--- src/rtl/mac_seq.sv ---
// Job sequencer for the 3-tap signed MAC: loads three weights, streams features through
// the MAC and hands out one dot product per feature window on a ready/valid port.
//   state | meaning
//   IDLE  | waiting for start
//   CLR   | one-cycle MAC clear
//   LDW   | accepting the three weights
//   LDF   | accepting features until a full window is present
//   OUT   | presenting mac_out as a result
//   DONE  | one-cycle completion pulse
module mac_seq #(
    parameter int DATA_BIT = 16,
    parameter int LEN_BIT  = 8
) (
    input  logic                    clk,
    input  logic                    rst,
    input  logic                    start,
    input  logic [LEN_BIT-1:0]      len,
    output logic                    busy,
    output logic                    done,
    output logic                    err,
    input  logic                    w_valid,
    output logic                    w_ready,
    input  logic [DATA_BIT-1:0]     w_data,
    input  logic                    f_valid,
    output logic                    f_ready,
    input  logic [DATA_BIT-1:0]     f_data,
    output logic                    mac_clear,
    output logic                    mac_w_w,
    output logic                    mac_if_w,
    output logic [DATA_BIT-1:0]     mac_w_in,
    output logic [DATA_BIT-1:0]     mac_if_in,
    input  logic [2*DATA_BIT+1:0]   mac_out,
    output logic                    res_valid,
    input  logic                    res_ready,
    output logic [2*DATA_BIT+1:0]   res_data,
    output logic [LEN_BIT-1:0]      res_idx
);

    localparam logic [LEN_BIT-1:0] ONE   = LEN_BIT'(1);
    localparam logic [LEN_BIT-1:0] TWO   = LEN_BIT'(2);
    localparam logic [LEN_BIT-1:0] THREE = LEN_BIT'(3);

    typedef enum logic [2:0] {IDLE, CLR, LDW, LDF, OUT, DONE} state_t;

    typedef struct packed {
        logic busy;
        logic done;
        logic w_ready;
        logic f_ready;
        logic res_valid;
        logic mac_clear;
    } ctl_t;

    state_t             state;
    ctl_t               ctl;
    logic [LEN_BIT-1:0] len_q;
    logic [LEN_BIT-1:0] wcnt;
    logic [LEN_BIT-1:0] fcnt;
    logic [LEN_BIT-1:0] idx_q;
    logic               err_q;
    logic               w_acc;
    logic               f_acc;

    // Control outputs are decoded from the state being entered so they are registered.
    function automatic ctl_t ctl_of(input state_t s);
        ctl_t c;
        c           = '0;
        c.busy      = (s != IDLE);
        c.done      = (s == DONE);
        c.w_ready   = (s == LDW);
        c.f_ready   = (s == LDF);
        c.res_valid = (s == OUT);
        c.mac_clear = (s == CLR);
        return c;
    endfunction

    assign w_acc = w_valid & ctl.w_ready;
    assign f_acc = f_valid & ctl.f_ready;

    always_ff @(posedge clk or posedge rst) begin
        if (rst) begin
            state <= IDLE;
            ctl   <= '0;
            len_q <= '0;
            wcnt  <= '0;
            fcnt  <= '0;
            idx_q <= '0;
            err_q <= 1'b0;
        end else begin
            case (state)
                IDLE: begin
                    if (start) begin
                        if (len >= THREE) begin
                            len_q <= len;
                            wcnt  <= '0;
                            fcnt  <= '0;
                            idx_q <= '0;
                            err_q <= 1'b0;
                            state <= CLR;
                            ctl   <= ctl_of(CLR);
                        end else begin
                            err_q <= 1'b1;
                            state <= DONE;
                            ctl   <= ctl_of(DONE);
                        end
                    end
                end
                CLR: begin
                    state <= LDW;
                    ctl   <= ctl_of(LDW);
                end
                LDW: begin
                    if (w_acc) begin
                        wcnt <= wcnt + ONE;
                        if (wcnt == TWO) begin
                            state <= LDF;
                            ctl   <= ctl_of(LDF);
                        end
                    end
                end
                LDF: begin
                    if (f_acc) begin
                        fcnt <= fcnt + ONE;
                        // fcnt never exceeds len, so fcnt+1 >= 3 is fcnt >= 2 without overflow
                        if (fcnt >= TWO) begin
                            state <= OUT;
                            ctl   <= ctl_of(OUT);
                        end
                    end
                end
                OUT: begin
                    if (res_ready) begin
                        idx_q <= idx_q + ONE;
                        if (fcnt == len_q) begin
                            state <= DONE;
                            ctl   <= ctl_of(DONE);
                        end else begin
                            state <= LDF;
                            ctl   <= ctl_of(LDF);
                        end
                    end
                end
                DONE: begin
                    state <= IDLE;
                    ctl   <= ctl_of(IDLE);
                end
                default: begin
                    state <= IDLE;
                    ctl   <= ctl_of(IDLE);
                end
            endcase
        end
    end

    assign busy      = ctl.busy;
    assign done      = ctl.done;
    assign err       = err_q;
    assign w_ready   = ctl.w_ready;
    assign f_ready   = ctl.f_ready;
    assign mac_clear = ctl.mac_clear;
    assign res_valid = ctl.res_valid;
    assign res_idx   = idx_q;

    assign mac_w_w   = w_acc;
    assign mac_if_w  = f_acc;
    assign mac_w_in  = w_acc ? w_data : '0;
    assign mac_if_in = f_acc ? f_data : '0;
    assign res_data  = ctl.res_valid ? mac_out : '0;

endmodule

--- config.mk ---
export PLATFORM = sky130hd
export DESIGN_NAME = mac_seq
export DESIGN_NICKNAME = d
export VERILOG_FILES = /design/src/rtl/mac_seq.sv
export SDC_FILE = /design/constraint.sdc
export NUM_CORES = 1
export LEC_CHECK = 0
export ABC_AREA = 1
export CAP_MARGIN = 20
export CORE_MARGIN = 2
export CORE_UTILIZATION = 42
export CTS_CLUSTER_DIAMETER = 150
export CTS_CLUSTER_SIZE = 25
export DETAILED_ROUTE_END_ITERATION = 10
export GPL_ROUTABILITY_DRIVEN = 0
export PLACE_DENSITY = 0.95
export SLEW_MARGIN = 20
export SYNTH_ARGS = -nofsm -noshare
export SYNTH_HDL_FRONTEND = slang
export SYNTH_SLANG_ARGS = --single-unit
--- constraint.sdc ---
create_clock -name clk -period 4.1 [get_ports clk]
set_input_delay 0.41 -clock clk [delete_from_list [all_inputs] [get_ports clk]]
set_output_delay 0.41 -clock clk [all_outputs]
set_load 0.02 [all_outputs]
Word level (Yosys, flattened, before mapping)
Index checks and enable logic that the tools add are counted.
{"block": "op_classes", "order_cmp": 2, "n_addsub": 3, "n_mux": 30, "n_bitwise": 2, "n_reduce_logical": 10, "eq_ne": 13}
{"operator": "case mux 8 bit (2 select lines)", "n": 3}
{"operator": "two-way mux 8 bit", "n": 5}
{"operator": "two-way mux 6 bit", "n": 6}
{"operator": "two-way mux 34 bit", "n": 1}
{"operator": "two-way mux 16 bit", "n": 2}
{"operator": "case mux 6 bit (5 select lines)", "n": 1}
{"operator": "adder 8 x 1 -> 8 bit (second input constant)", "n": 3}
{"operator": "two-way mux 3 bit", "n": 8}
{"operator": "greater-or-equal comparator 8 x 2 -> 1 bit (second input constant)", "n": 2}
{"operator": "case mux 3 bit (5 select lines)", "n": 1}
{"operator": "inequality test 2 bit (second input constant)", "n": 7}
{"operator": "AND reduction 4 bit", "n": 3}
{"operator": "two-way mux 5 bit", "n": 2}
{"operator": "equality test 8 x 2 -> 1 bit (second input constant)", "n": 1}
{"operator": "equality test 8 bit", "n": 1}
{"operator": "equality test 3 x 2 -> 1 bit (second input constant)", "n": 2}
{"operator": "AND reduction 6 bit", "n": 1}
{"operator": "nonzero test 2 bit", "n": 3}
{"operator": "equality test 3 x 1 -> 1 bit (second input constant)", "n": 1}
{"operator": "equality test 3 bit (second input constant)", "n": 1}
{"operator": "zero test 3 bit", "n": 1}
{"operator": "AND reduction 3 bit", "n": 1}
{"operator": "bitwise AND 1 bit", "n": 2}
{"operator": "AND reduction 2 bit", "n": 1}
{"operator": "two-way mux 1 bit", "n": 1}
{"block": "totals", "wordCells": 72, "ff_bits": 42, "out_inout_bits": 83}

Logic depth before layout (Yosys ltp)
Gate-level depths: netlist of run 1.
{"block": "logic_depth", "ltp_word": 4, "ltp_mapped": 10, "mapped_depth_nobuf": 10}

Least setup slack after synthesis of run 1
No wires, ideal clock.
{"block": "synth_timing", "path_type": "reg2out", "startpoint": "register ctl, in the netlist res_valid", "endpoint": "output port res_data[10]", "slack_ps": 2513, "arrival_ps": 1177, "required_time_ps": 3690, "path_stages_with_launch": 5, "path_buffers": 2, "path_cell_list": "dfrtp_1 > clkbuf_1 > clkbuf_1 > nand2_1 > inv_1"}
{"block": "synth_via", "elab_chain_len": 1}
{"item": "start: declaration", "line": "55", "source": "ctl_t ctl;"}
{"item": "start signal: assignment", "line": "100", "source": "ctl <= ctl_of(CLR);"}
{"item": "start signal: assignment", "line": "104", "source": "ctl <= ctl_of(DONE);"}
{"item": "start signal: assignment", "line": "110", "source": "ctl <= ctl_of(LDW);"}
{"item": "two-way mux 34 bit", "line": "168", "source": "assign res_data = ctl.res_valid ? mac_out : '0;"}
{"item": "end: declaration", "line": "35", "source": "output logic [2*DATA_BIT+1:0] res_data,"}
Every way passes these cells.

Worst setup path after layout of run 1
{"block": "layout_timing", "startpoint": "register ctl, in the netlist res_valid", "endpoint": "output port res_data[28]"}
The elaborated chain is that of the path after synthesis.

==> run summary, run 1 <==
Max Clock Skew = 0.0101 ns
number of global-route vias before repair = 3080
register bit total from synthesis = 42
DIE AREA = 0.00756 mm2
Post-synth EDFFs = 0
CTS tree = yes
max cap viols = 0
unrepaired setup endpoints after global routing = no
post-route insts no fill = 692
largest net degree at the start of global routing = 43
Worst-Skew Late Latency = 0.31 ns
PD cells = 423 mW/mm2
total core area = 0.00672 mm2
Worst-Margin Slew = 1.05 ns
maximum operating frequency = 377 MHz
Syn Nets = 537
Root Buffer = clkbuf_8
Tot GR Track Use = 24.2%
P_int = 1070 uW
critical path endpoint category = primary output
Most used DFF post-synth = dfrtp_1
most common cell after layout, fill and taps aside = clkdlybuf4s50_1
Synth Warn # = 0
Clock power frac = 14.2%
Lkg Pwr = 0.00247 uW
Final Hold Fails = 0
Post-Synthesis Cells = 452
Bufs on Longest Clock Path = 2
sequential area share after synthesis = 36.3%
ys async rst share = 100%
clock slew at reported path FFs = 0.09 ns
antenna diode count = 0
initial antenna violation count = 0
Area Growth Syn to Fin = 60.7%
Flop pwr share = 31.5%
share of cells above drive strength 1 = 4.58%
synth unique cells = 27
status = complete, no violations
Die Width = 87.0 um
Switch Pwr = 897 uW
number of setup buffers added after CTS = 0
Post-CTS Resized = 0
total global routing overflow = 0
I/O Pins = 163
Hold WC Path Type = register to register
hpwl dp = 7350 um
syn_area_per_cell = 6.40 um2
Post-Syn Area = 0.00289 mm2
crit-path max FO = 36
max-slew violation total from the final report = 0
WP data arrival = 2.24 ns
Total Neg Setup Slack = 0 ns
Via density = 4.80
CTS Buf Count = 5
H-tree depth = 2
Fin Hold WS = 0.479 ns
critical path class = register to primary output
DP Worst Slack = 1.58 ns
DP Cell Count = 684
most frequent cells in the layout = 162 x clkdlybuf4s50_1, 127 x nand2_1, 108 x inv_1
switch share = 45.6%
Final min period = 2.65 ns
Rows = 30
DRC viols = 0
Hold Buf Count CTS = 0
Worst setup SP type = register
DR WL/cell = 13.4 um
IO buf count = 162
period utilization = 64.7%
Final setup viols = 0
Die Height = 87.0 um
maximum vdd drop = 288 uV
DR pass1 iterations = 5
Initial Utilization = 43.0%
worst setup margin = 1.45 ns
critical path required time = 3.69 ns
wire length of the first global-routing pass = 14400 um
clock sink count = 42
layout net count = 696
DR iter-0 viols = 150
Comb power frac = 54.3%
Rel. slew slack = 29.7%
Routed Antenna Nets = 0
DR vias = 3323
Routed WL = 9300 um
==> state kept, by name, indices dropped and copies added (netlist names) <==
register and count:
wcnt 8, busy 1, len_q 8, state 3, done 1, f_ready 1, res_idx 8, fcnt 8
err 1, w_ready 1, res_valid 1, mac_clear 1
==> worst paths after layout <==
check / start / to / slack (ns) / depth (start not counted)
worst min register to register: mac_clear / mac_clear / 0.48 / 2
min in group asynchronous: rst / res_idx[6] / 0.53 / 3
worst max register to register: w_ready / f_ready / 2.11 / 8
max in group asynchronous: rst / len_q[3] / 3.19 / 3
worst min-delay path: mac_clear / mac_clear / 0.48 / 2
worst max-delay path: res_valid / res_data[28] / 1.45 / 3
==> cell type report <==
cell class / instances / area, um2
fillers: 505 / 2070
repair buffers: 163 / 1630
multi-input cells: 284 / 1350
flip-flops and latches: 42 / 1050
inverters: 115 / 432
well taps: 80 / 100
clock buffers: 5 / 68.8
clock inverters: 3 / 21.3
==> cells in the mapped netlist, types with 5 or more instances <==
cell type / count / area, um2
nand3_1: 25 / 125
xor2_1: 10 / 87.6
nand2_1: 127 / 477
ha_1: 5 / 62.6
dfrtp_1: 42 / 1050
clkbuf_1: 7 / 26.3
o21ai_0: 16 / 80.1
a21oi_1: 7 / 35.0
nand4_1: 11 / 68.8
inv_1: 108 / 405
nor2_1: 51 / 191
o21ai_1: 11 / 55.1
inv_2: 6 / 22.5
==> routing by layer <==
layer / vias up / routed length [um] / GRT usage [%]
met3: 15 / 706 / 4.45
met4: 0 / 189 / 6.53
li1: 1651 / - / -
met1: 1488 / 3720 / 29.0
met2: 169 / 4690 / 44.2
met5: - / 0 / 0
==> logic make-up (layout without fill, tap and decap cells) <==
family | Yosys count | in the layout | share of synthesized area, %
DFF | 42 | 42 | 36.3
adders and majority gates | 5 | 5 | 2.16
buffers and inverters | 126 | 286 | 17.1
and+or+nand+nor | 228 | 228 | 33.5
xor gates and xnor gates | 14 | 14 | 4.24
AOI/OAI and AO/OA | 37 | 37 | 6.62
==> metrics by stage <==
| stage | total power [uW] | cell area [um2] | util (%) |
|---|---|---|---|
| after CTS | 1960 | 4650 | 69.2 |
| after global routing | 2120 | 4650 | 69.2 |
| after detailed placement | 1690 | 4560 | 67.8 |
| final | 1970 | 4650 | 69.2 |
| after global placement | 1650 | 4560 | 67.8 |
| after floorplan | 1280 | 2890 | - |
==> power by group through the flow <==
stage                     Clock, uW  Sequential, uW  Combinational, uW
after global routing            299             635               1180
after CTS                       280             617               1070
final                           279             619               1070
after detailed placement          0             625               1060
after global placement            0             619               1030
after floorplan                   0             623                657
==> critical path, stage by stage, from the launching register on <==
cell             delay, ns
dfrtp_1               1.05
nand2_1               0.15
inv_1                 0.12
clkdlybuf4s50_1       0.61
Power figures use the tool's default switching activity.
==> run 2: changes to the inputs <==
--- a/config.mk
+++ b/config.mk
@@ -8,12 +8,12 @@
 export ABC_AREA = 1
 export CAP_MARGIN = 20
 export CORE_MARGIN = 2
-export CORE_UTILIZATION = 42
+export CORE_UTILIZATION = 39
 export CTS_CLUSTER_DIAMETER = 150
 export CTS_CLUSTER_SIZE = 25
 export DETAILED_ROUTE_END_ITERATION = 10
 export GPL_ROUTABILITY_DRIVEN = 0
-export PLACE_DENSITY = 0.95
+export PLACE_DENSITY = 0.92
 export SLEW_MARGIN = 20
 export SYNTH_ARGS = -nofsm -noshare
 export SYNTH_HDL_FRONTEND = slang
==> constraint.sdc (replaced) <==
create_clock -name clk -period 2.6 [get_ports clk]
set_input_delay 0.26 -clock clk [delete_from_list [all_inputs] [get_ports clk]]
set_output_delay 0.26 -clock clk [all_outputs]
set_load 0.02 [all_outputs]
==> run summary, run 2 (synthesis results as in run 1) <==
Final setup viols = 0
Die Width = 90.1 um
PD cells = 676 mW/mm2
critical path required time = 2.34 ns
Die Height = 90.1 um
CTS Buf Count = 5
WP data arrival = 1.94 ns
Area Growth Syn to Fin = 62.4%
max cap viols = 0
DR pass1 iterations = 4
clock sink count = 42
R2R depth = 8
Worst-Margin Slew = 0.623 ns
most frequent CP cell = clkdlybuf4s50_1
max-slew violation total from the final report = 0
most frequent cells in the layout = 162 x clkdlybuf4s50_1, 127 x nand2_1, 108 x inv_1
Routed Antenna Nets = 0
Post-CTS Resized = 0
Hold Buf Count CTS = 0
DR WL/cell = 13.1 um
Initial Utilization = 40.1%
wire length of the first global-routing pass = 15300 um
CTS tree = yes
Worst-Skew Late Latency = 0.30 ns
reg2reg end = state[2]
antenna diode count = 0
Max Clock Skew = 0.00935 ns
number of setup buffers added after CTS = 0
Fillers = 590
largest net degree at the start of global routing = 43
most common cell after layout, fill and taps aside = clkdlybuf4s50_1
critical path endpoint category = primary output
IO buf count = 162
total core area = 0.00721 mm2
RR Startpoint = w_ready
status = complete, no violations
Total Neg Setup Slack = 0 ns
Finished Cell Area = 0.00470 mm2
WP buf/inv = 2
layout net count = 697
initial antenna violation count = 0
Worst path slowest cell = clkdlybuf4s50_1
H-tree depth = 2
number of global-route vias before repair = 3239
Bufs on Longest Clock Path = 2
maximum operating frequency = 455 MHz
Placed Area = 0.00459 mm2
Final Hold Fails = 0
DR iter-0 viols = 177
crit-path max FO = 18
period utilization = 84.5%
share of cells above drive strength 1 = 4.73%
DIE AREA = 0.00812 mm2
I/O Pins = 163
CP delay by family, top = buffers and inverters
Final min period = 2.20 ns
Routed WL = 9350 um
unrepaired setup endpoints after global routing = no
Root Buffer = clkbuf_8
critical path class = input pin to primary output
Rel. slew slack = 58.4%
Lkg Pwr = 0.00249 uW
Worst setup SP type = input pin
Hold WC Path Type = input pin to async pin
total global routing overflow = 0
CP max stage delay = 0.64 ns
Tot GR Track Use = 23.0%
maximum vdd drop = 413 uV
Rows = 31
DRC viols = 0
clock slew at reported path FFs = 0.08 ns
DR vias = 3329
R2R Setup Slk = 0.66 ns
hpwl dp = 7530 um
Via density = 4.68
CP cell instances = clkdlybuf4s50_1 -> nand2_1 -> nor2_1 -> clkdlybuf4s50_1
run 2: cell types whose count changed in the layout (fill, tap and decap cells not counted), sizes merged:
cell	before	now
bufinv	0	1
buf	1	2
clkinvlp	1	0
run 2: report_power, final:
| group | internal, uW | total, uW | switching [uW] | leakage (uW) |
|---|---|---|---|---|
| registers | 809 | 939 | 130 | 0.000560 |
| clock network | 283 | 518 | 235 | 0.0000579 |
| logic | 689 | 1720 | 1030 | 0.00187 |
| total | 1780 | 3170 | 1390 | 0.00249 |
run 2: how the worst max path moves through the flow:
stage                     cells after the start  slack, ns      endpoint  startpoint
after floorplan                               8       1.07     res_valid     w_ready
after global placement                        4       0.48   mac_w_in[5]     w_valid
after detailed placement                      9       0.37      state[2]     w_valid
after CTS                                     4       0.38  mac_w_in[10]     w_valid
after global routing                          3       0.27  mac_if_in[5]     f_ready
final                                         4       0.40  mac_w_in[10]     w_valid
run 2: worst min-delay path, stage by stage:
cell and delay, ns:
clkdlybuf4s50_1 0.39, inv_1 0.05, buf_4 0.43
run 2: cell type report:
class | count | area (um2) | area share (%)
clock buffers | 5 | 68.8 | 1.47
clock inverters | 3 | 40.0 | 0.852
inverters | 115 | 432 | 9.19
multi-input cells | 284 | 1350 | 28.6
flip-flops and latches | 42 | 1050 | 22.4
well taps | 99 | 124 | 2.64
repair buffers | 164 | 1640 | 34.8
run 2: through the flow:
| step | cells | setup WS (ns) | hold WS [ns] | utilization, % | total power [uW] |
|---|---|---|---|---|---|
| after floorplan | 452 | 1.07 | 0.370 | - | 2020 |
| after global placement | 704 | 0.475 | 0.465 | 63.6 | 2590 |
| after detailed placement | 704 | 0.370 | 0.467 | 63.6 | 2670 |
| after CTS | 712 | 0.375 | 0.409 | 65.1 | 3190 |
| after global routing | 712 | 0.269 | 0.453 | 65.1 | 3400 |
| final | 712 | 0.403 | 0.381 | 65.1 | 3170 |
run 2: layer usage:
metal  vias to the layer above  share of wire, %  wire length (um)  track usage [%]
met4                         0               2.7               249             7.05
met2                       120                53              4990             44.2
li1                       1653                 -                 -                -
met5                         -                 0                 0                0
met1                      1536                38              3520             24.5
met3                        20               6.3               587             5.62
==> run 3: changes to the inputs <==
==> constraint.sdc (replaced) <==
create_clock -name clk -period 2.25 [get_ports clk]
set_input_delay 0.225 -clock clk [delete_from_list [all_inputs] [get_ports clk]]
set_output_delay 0.225 -clock clk [all_outputs]
set_load 0.02 [all_outputs]
==> run summary, run 3 (synthesis results as in run 1) <==
status = complete, no violations
Total Neg Setup Slack = 0 ns
Root Buffer = clkbuf_8
Routed Antenna Nets = 0
Final Hold Fails = 0
share of cells above drive strength 1 = 5.35%
DRC viols = 0
P_int = 2020 uW
crit-path max FO = 29
Bufs on Longest Clock Path = 2
DIE AREA = 0.00812 mm2
DR iter-0 viols = 200
total global routing overflow = 0
Switch Pwr = 1630 uW
WP data arrival = 1.83 ns
critical path required time = 2.03 ns
CTS Buf Count = 5
clock slew at reported path FFs = 0.08 ns
worst setup path endpoint = res_data[22]
Routed WL = 9480 um
Worst-Margin Slew = 0.525 ns
Tot GR Track Use = 23.5%
total core area = 0.00721 mm2
Placed Area = 0.00463 mm2
Final setup viols = 0
R2R depth = 10
Area Growth Syn to Fin = 63.4%
unrepaired setup endpoints after global routing = no
most common cell after layout, fill and taps aside = clkdlybuf4s50_1
reg2reg end = state[1]
layout net count = 701
max cap viols = 0
number of global-route vias before repair = 3365
Lkg Pwr = 0.00250 uW
wire length of the first global-routing pass = 15700 um
clock sink count = 42
Rel. slew slack = 65.0%
Finished Cell Area = 0.00472 mm2
R2R Setup Slk = 0.47 ns
DR WL/cell = 13.2 um
maximum operating frequency = 486 MHz
CP cell instances = buf_12 -> nand2_1 -> inv_1 -> clkdlybuf4s50_1
CTS tree = yes
PD cells = 771 mW/mm2
DR vias = 3323
Die Height = 90.1 um
period utilization = 91.4%
CP startpoint = res_valid
Final min period = 2.06 ns
Max Clock Skew = 0.00577 ns
hpwl dp = 7670 um
Die Width = 90.1 um
IO buf count = 162
Clock power frac = 14.0%
Fin Hold WS = 0.347 ns
number of setup buffers added after CTS = 0
DR pass1 iterations = 4
Worst-Skew Late Latency = 0.30 ns
Worst setup SP type = register
Worst path slowest cell = clkdlybuf4s50_1
Initial Utilization = 40.1%
Comb power frac = 56.1%
most frequent cells in the layout = 162 x clkdlybuf4s50_1, 126 x nand2_1, 108 x inv_1
H-tree depth = 2
maximum vdd drop = 476 uV
max-slew violation total from the final report = 0
Flop pwr share = 29.9%
critical path class = register to primary output
RR Startpoint = state[1]
Hold WC Path Type = input pin to async pin
critical path endpoint category = primary output
CP max stage delay = 0.65 ns
switch share = 44.7%
initial antenna violation count = 0
antenna diode count = 0
Via density = 4.64
Rows = 31
largest net degree at the start of global routing = 43
I/O Pins = 163
[run 3: cell count changes in the layout (fill, tap and decap cells not counted), sizes merged]
cell | before | now
buf | 2 | 6
clkinv | 3 | 2
bufinv | 1 | 0
clkbuf | 5 | 7
[run 3: repair_timing]
action	4_1_cts	5_1_grt
hold buffers	0	0
setup endpoints to repair	0	2
resized for setup	0	1
[run 3: per-layer routing]
layer | up-vias | global-route usage [%] | share of wire [%]
met3 | 21 | 5.78 | 6.5
met5 | - | 0 | 0
met2 | 124 | 45.7 | 53
li1 | 1658 | - | -
met1 | 1520 | 24.5 | 38
met4 | 0 | 7.69 | 2.5
[run 3: how the worst min path moves through the flow]
stage	start	end	slack, ns	cells after the start
floorplan	len[3]	len_q[3]	0.33	2
global placement	mac_clear	mac_clear	0.46	2
detailed placement	mac_clear	mac_clear	0.46	2
CTS	rst	wcnt[1]	0.37	3
global route	rst	wcnt[6]	0.42	3
finish	rst	wcnt[1]	0.35	3
[run 3: critical path, delay by kind of cell (launching register included)]
family	cells	cell delay, ns
buffers and inverters	3	0.93
flip-flops	1	0.53
AND/OR/NAND/NOR	1	0.07
[run 3: power groups by stage]
stage               sequential, uW  clock [uW]  combinational, uW
finish                        1090         512               2040
global route                  1110         555               2250
CTS                           1090         514               2040
detailed placement            1100           0               2030
global placement              1090           0               1960
floorplan                     1140           0               1200
[run 3: cell type report]
| type | count | area, um2 |
|---|---|---|
| sequential | 42 | 1050 |
| inverter | 115 | 432 |
| fill | 577 | 2490 |
| clock inverter | 1 | 5.00 |
| tap | 99 | 124 |
| multi-input combinational | 284 | 1350 |
| timing repair buffer | 168 | 1680 |
| clock buffer | 7 | 86.3 |
[run 3: stage by stage]
step           utilization [%]  cells  power, uW  setup WS (ns)
2_1_floorplan                -    452       2330          0.721
5_1_grt                   65.5    716       3920          0.116
4_1_cts                   65.5    716       3650          0.167
6_report                  65.5    716       3640          0.194
3_5_place_dp              64.2    708       3130          0.165
3_3_place_gp              64.2    708       3050          0.268
==> variant 1: new RTL, config.mk and constraints of run 3 <==
The 6 states of `state_t` get a one-hot encoding in 6 bits.
--- a/src/rtl/mac_seq.sv
+++ b/src/rtl/mac_seq.sv
@@ -40,7 +40,7 @@
     localparam logic [LEN_BIT-1:0] TWO   = LEN_BIT'(2);
     localparam logic [LEN_BIT-1:0] THREE = LEN_BIT'(3);
 
-    typedef enum logic [2:0] {IDLE, CLR, LDW, LDF, OUT, DONE} state_t;
+    typedef enum logic [5:0] {IDLE = 6'b000001, CLR = 6'b000010, LDW = 6'b000100, LDF = 6'b001000, OUT = 6'b010000, DONE = 6'b100000} state_t;
 
     typedef struct packed {
         logic busy;
Check against the original RTL: same outputs for any inputs over 10 cycles, from zero or initial values and one cycle with rst high; not proved beyond that.
==> variant 1 against run 3 <==
Worst setup slack got worse by 0.036 ns; clock power rose by 22%; count of clock-buffer cells in the layout decreased by 1; area after synthesis grew 4.5%; cell area rose by 2.6%; clock skew is 0.0019 ns higher; largest power group unchanged; critical endpoint is now res_data[25]; synthesized cell count grew 7.1%; sequential cell count fell by 2; routed wire length shrank 6.1%; power shrank 3.7%; sequential share of layout area fell by 1.6 points; register-to-register slack gained 0.03 ns; die area is 4.3% higher.
==> variant 1: results (changes against run 3) <==
Critical path
The maximum cell stage delay along the critical path was 0.62 ns (-0.03 ns). The launching element of the worst setup path is state[4]$_DFFE_PP0P_. The peak fanout along the critical path is 34 (+17%). The worst reg2reg path endpoint is fcnt[4]$_DFFE_PP0P_. The destination of the critical timing path is res_data[25].

Global routing
The number of global-route vias before repair is 3203 (-4.8%). The first-pass GRT wire length is 14.6 mm (-7.3%). The global-route total usage across every layer is 0.211 (-0.0244). The largest net degree at the start of global routing is 41 (-4.7%).

Synthesis
The sequential share of the synthesized area is 0.332 (-0.0319). Ranked by total cell area, the synthesized netlist is headed by sky130_fd_sc_hd__dfrtp_1 (32%), sky130_fd_sc_hd__nand2_1 (20%), sky130_fd_sc_hd__inv_1 (13%), sky130_fd_sc_hd__nor2_1 (8.1%), sky130_fd_sc_hd__nand3_1 (4.0%). The count of unique library cells instantiated by Yosys is 28 (+3.7%).

The count of mapped cells out of synthesis is 484 (+7.1%). The post-synth net total is 569 (+6.0%).

Run status
The run finished with clean final reports.

Placed design
The post-placement cell count was 739 (+4.4%). The placed instance area is 4720 um^2 (+1.9%). The post-place setup slack was 0.0909 ns (-0.0741 ns).

The placed wire-length estimate is 7.04 mm (-8.3%).

Drt
The number of detailed-routing iterations run before antenna repair is 5 (+1). The sum of routed wire length over all layers is 8.90 mm (-6.1%). The vias per cell is 4.62 (-0.49%).

The starting DRC count in detailed routing is 228 (+14%).

Power and ir drop
The cell-internal power was 0.00193 W (-4.1%). The maximum resistive drop on vdd is 421 uV (-12%). The leakage dissipation is 2.57 nW (+3.0%).

Final layout
The final cell count without fillers is 747 (+4.3%). The share of post-route cells with drive strength above 1 is 0.0698 (+0.0163). The final net count was 729 (+4.0%).

STA
The worst hold slack after final layout came to 0.351 ns (+0.00403 ns). The clock skew is 0.00771 ns (+0.00194 ns). The tightest slew margin relative to the limit was 0.662 (+0.0117).
==> variant 1: area by class of cell <==
type,instances,share of cell area
tap,102,0.0263
inverter,111,0.0860
clock inverter,2,0.00800
clock buffer,6,0.0170
sequential,40,0.207
multi-input combinational,321,0.316
timing repair buffer,165,0.340
==> variant 1: cells by family after synthesis <==
| group | synth area share |
|---|---|
| AOI/OAI and AO/OA | 0.0666 |
| xor gates and xnor gates | 0.0232 |
| adders and majority gates | 0.0207 |
| buffers and inverters | 0.163 |
| DFF | 0.332 |
| and+or+nand+nor | 0.395 |
==> variant 1: layer usage <==
metal | wire length (um) | up-vias | global-route usage
li1 | - | 1739 | -
met1 | 3560 | 1545 | 0.244
met2 | 4510 | 149 | 0.388
met3 | 604 | 17 | 0.0419
met4 | 222 | 0 | 0.0697
met5 | 0 | - | 0
==> variant 1: metrics by stage <==
stage,util,total power (W)
after floorplan,-,0.00233
after global placement,0.620,0.00281
after detailed placement,0.620,0.00288
after CTS,0.636,0.00352
after global routing,0.637,0.00377
final,0.637,0.00351
==> variant 1: power groups by stage <==
stage	logic (W)	clock network, W	registers [W]
after floorplan	0.00131	0	0.00102
after global placement	0.00184	0	0.000977
after detailed placement	0.00190	0	0.000981
after CTS	0.00191	0.000636	0.000968
after global routing	0.00212	0.000666	0.000989
final	0.00191	0.000626	0.000970
==> variant 1: worst min-delay path: stages <==
cell	delay [ns]
sky130_fd_sc_hd__clkdlybuf4s50_1	0.40
sky130_fd_sc_hd__inv_1	0.05
sky130_fd_sc_hd__buf_4	0.43
==> variant 1: repair_timing <==
action | 4_1_cts | 5_1_grt
endpoints found under the setup margin | 0 | 37
buffers inserted | 0 | 0
hold buffers | 0 | 0
gates resized for setup | 0 | 2
==> variant 2: new RTL, settings of run 3 <==
Made on the original files. Set the parameter `LEN_BIT` to 4 (it was 8).
--- a/src/rtl/mac_seq.sv
+++ b/src/rtl/mac_seq.sv
@@ -9,7 +9,7 @@
 //   DONE  | one-cycle completion pulse
 module mac_seq #(
     parameter int DATA_BIT = 16,
-    parameter int LEN_BIT  = 8
+    parameter int LEN_BIT  = 4
 ) (
     input  logic                    clk,
     input  logic                    rst,
Ports: changed (resized len and res_idx); port bits go from 163 to 155. No check against the original RTL was run, so the function may have changed too.
==> variant 2 against run 3 <==
Register-to-register slack gained 0.21 ns; cell area is 22% lower; sequential cell count down 16; highest routed layer unchanged; clock power is 50% lower; area after synthesis decreased by 30%; sequential share of layout area shrank 4.7 points; first-iteration DRC count down 57%; power decreased by 21%; non-clock buffer count fell by 11; routed wire length is 28% lower; critical endpoint is now mac_if_in[5]; worst setup slack got worse by 0.014 ns.
==> variant 2: results (changes against run 3) <==
Final layout
The diode insertion count for antenna repair is 0 (unchanged). The share of post-route cells with drive strength above 1 is 0.0467 (-0.00674). The final net count is 575 (-18%).

Placed design
The placed wire-length estimate is 5.77 mm (-25%). The number of buffer cells added on primary ports is 154 (-4.9%). The post-placement cell count is 559 (-21%).

Drt
The met1 routed wirelength after detailed routing is 2.72 mm (-24%). The number of detailed-routing iterations run before antenna repair is 4 (unchanged). The met3 layer wire length in the routed design is 414 um (-32%).

The number of vias in the routed layout is 2469 (-26%). The highest metal layer used by the detailed router is met4. The starting DRC count in detailed routing is 85 (-57%).

The wire length on met2 is 3.54 mm (-30%). The sum of routed wire length over all layers is 6.85 mm (-28%). The routed length per instance is 12.2 um (-7.9%).

Critical path
The path depth of the worst reg2reg path is 6 (-4). The data arrival time of the critical path is 1.85 ns (+0.02 ns). The reg-to-reg critical path startpoint is f_ready$_DFFE_PP0P_. The peak fanout along the critical path is 18 (-38%). The most critical setup path has its startpoint at f_valid.

Grouping stages by cell kind, the critical path spends the most delay in buffers and inverters. The maximum cell stage delay along the critical path is 0.64 ns. The critical path's slowest cell is sky130_fd_sc_hd__clkdlybuf4s50_1.

Synthesis
The count of unique library cells instantiated by Yosys is 26 (-3.7%). The sequential share of the synthesized area is 0.320 (-0.0431). The post-synth net total is 419 (-22%). The mean instance size in the synthesized netlist is 6.01 um^2 (-6.1%). By area the synthesized netlist is led by sky130_fd_sc_hd__dfrtp_1 (32%), sky130_fd_sc_hd__nand2_1 (20%), sky130_fd_sc_hd__inv_1 (17%), sky130_fd_sc_hd__nor2_1 (8.7%), sky130_fd_sc_hd__o21ai_0 (3.7%). The total of warnings raised by yosys came to 0 (unchanged). Ranked by instance count, the synthesized netlist is headed by sky130_fd_sc_hd__nand2_1 (107), sky130_fd_sc_hd__inv_1 (94), sky130_fd_sc_hd__nor2_1 (47).

In the synthesized netlist the dominant register cell turns out to be sky130_fd_sc_hd__dfrtp_1.

CTS
The number of buffers created by CTS is 3 (-2). The H-tree depth reported by CTS came to 1 (-1). The insertion delay to the later sink of the worst-skew pair is 0.27 ns (-0.03 ns). The maximum clock path buffer count came to 2 (unchanged).

Run status
The flow ran to the end, and the final reports show no timing, DRC or antenna violations.

Global routing
The number of global-route vias before repair came to 2409 (-28%). The global-route total usage across every layer came to 0.238 (+0.00314). The largest net degree at the start of global routing is 37 (-14%). The initial antenna violation count was 0 (unchanged). The first-pass GRT wire length is 11.4 mm (-28%).

STA
The clock skew is 0.00225 ns (-0.00352 ns). The tightest slew margin relative to the limit was 0.662 (+0.0123).

Power and ir drop
The leakage dissipation is 2.01 nW (-19%). The maximum resistive drop on vdd was 579 uV (+22%).
variant 2: cell types whose count changed in the layout (fill, tap and decap cells not counted), moves of 7 or more:
cell,run 3,this run
sky130_fd_sc_hd__nand3_1,25,11
sky130_fd_sc_hd__clkdlybuf4s50_1,162,154
sky130_fd_sc_hd__o21ai_1,11,1
sky130_fd_sc_hd__dfrtp_1,42,26
sky130_fd_sc_hd__nand4_1,11,0
sky130_fd_sc_hd__a21oi_1,7,0
sky130_fd_sc_hd__xor2_1,10,3
sky130_fd_sc_hd__nand2_1,126,107
sky130_fd_sc_hd__inv_1,108,94
variant 2: area by class of cell:
class,instances,area (um^2)
Timing Repair Buffer,157,1560
Sequential cell,26,651
Inverter,96,360
Clock buffer,3,41.3
Multi-Input combinational cell,210,996
Fill cell,407,1380
Tap cell,70,87.6
variant 2: worst paths after layout:
path / endpoint / slack [ns]
setup / recovery: mac_if_in[5] / 0.18
hold / removal: res_idx[0]$_DFFE_PP0P_ / 0.30
setup reg to reg: state[1]$_DFFE_PP0P_ / 0.68
hold reg to reg: done$_DFFE_PP0P_ / 0.49
max in group asynchronous: len_q[2]$_DFFE_PP0P_ / 1.70
min in group clk: done$_DFFE_PP0P_ / 0.49
variant 2: worst register-to-register path: cells and delay by family, from the launching register on:
family	cells	cell delay, ns
DFF	1	0.39
and+or+nand+nor	6	1.12
variant 2: kinds of logic after synthesis:
kind of cell | synth area share
and+or+nand+nor | 0.369
muxes | 0.00493
buffers and inverters | 0.189
AOI/OAI and AO/OA | 0.0641
adders and majority gates | 0.0308
DFF | 0.320
xor gates and xnor gates | 0.0216
variant 2: metal layers:
metal | vias to the layer above | track usage
met5 | - | 0
met4 | 0 | 0.0709
met3 | 15 | 0.0509
li1 | 1272 | -
met1 | 1095 | 0.260
met2 | 87 | 0.460
variant 2: per-stage QoR:
stage	utilization	total power (W)	area (um^2)	worst slack (ns)	hold slack, ns
4_1_cts	0.729	0.00290	3700	0.183	0.324
3_5_place_dp	0.721	0.00264	3660	0.190	0.468
6_report	0.729	0.00288	3700	0.179	0.301
5_1_grt	0.729	0.00312	3700	0.0564	0.365
2_1_floorplan	-	0.00187	2030	0.853	0.265
3_3_place_gp	0.721	0.00258	3660	0.279	0.462
variant 2: report_power, final:
| group | internal (W) | switching (W) |
|---|---|---|
| clock | 0.000120 | 0.000138 |
| combinational | 0.000793 | 0.00110 |
| sequential | 0.000610 | 0.000120 |
| total | 0.00152 | 0.00136 |
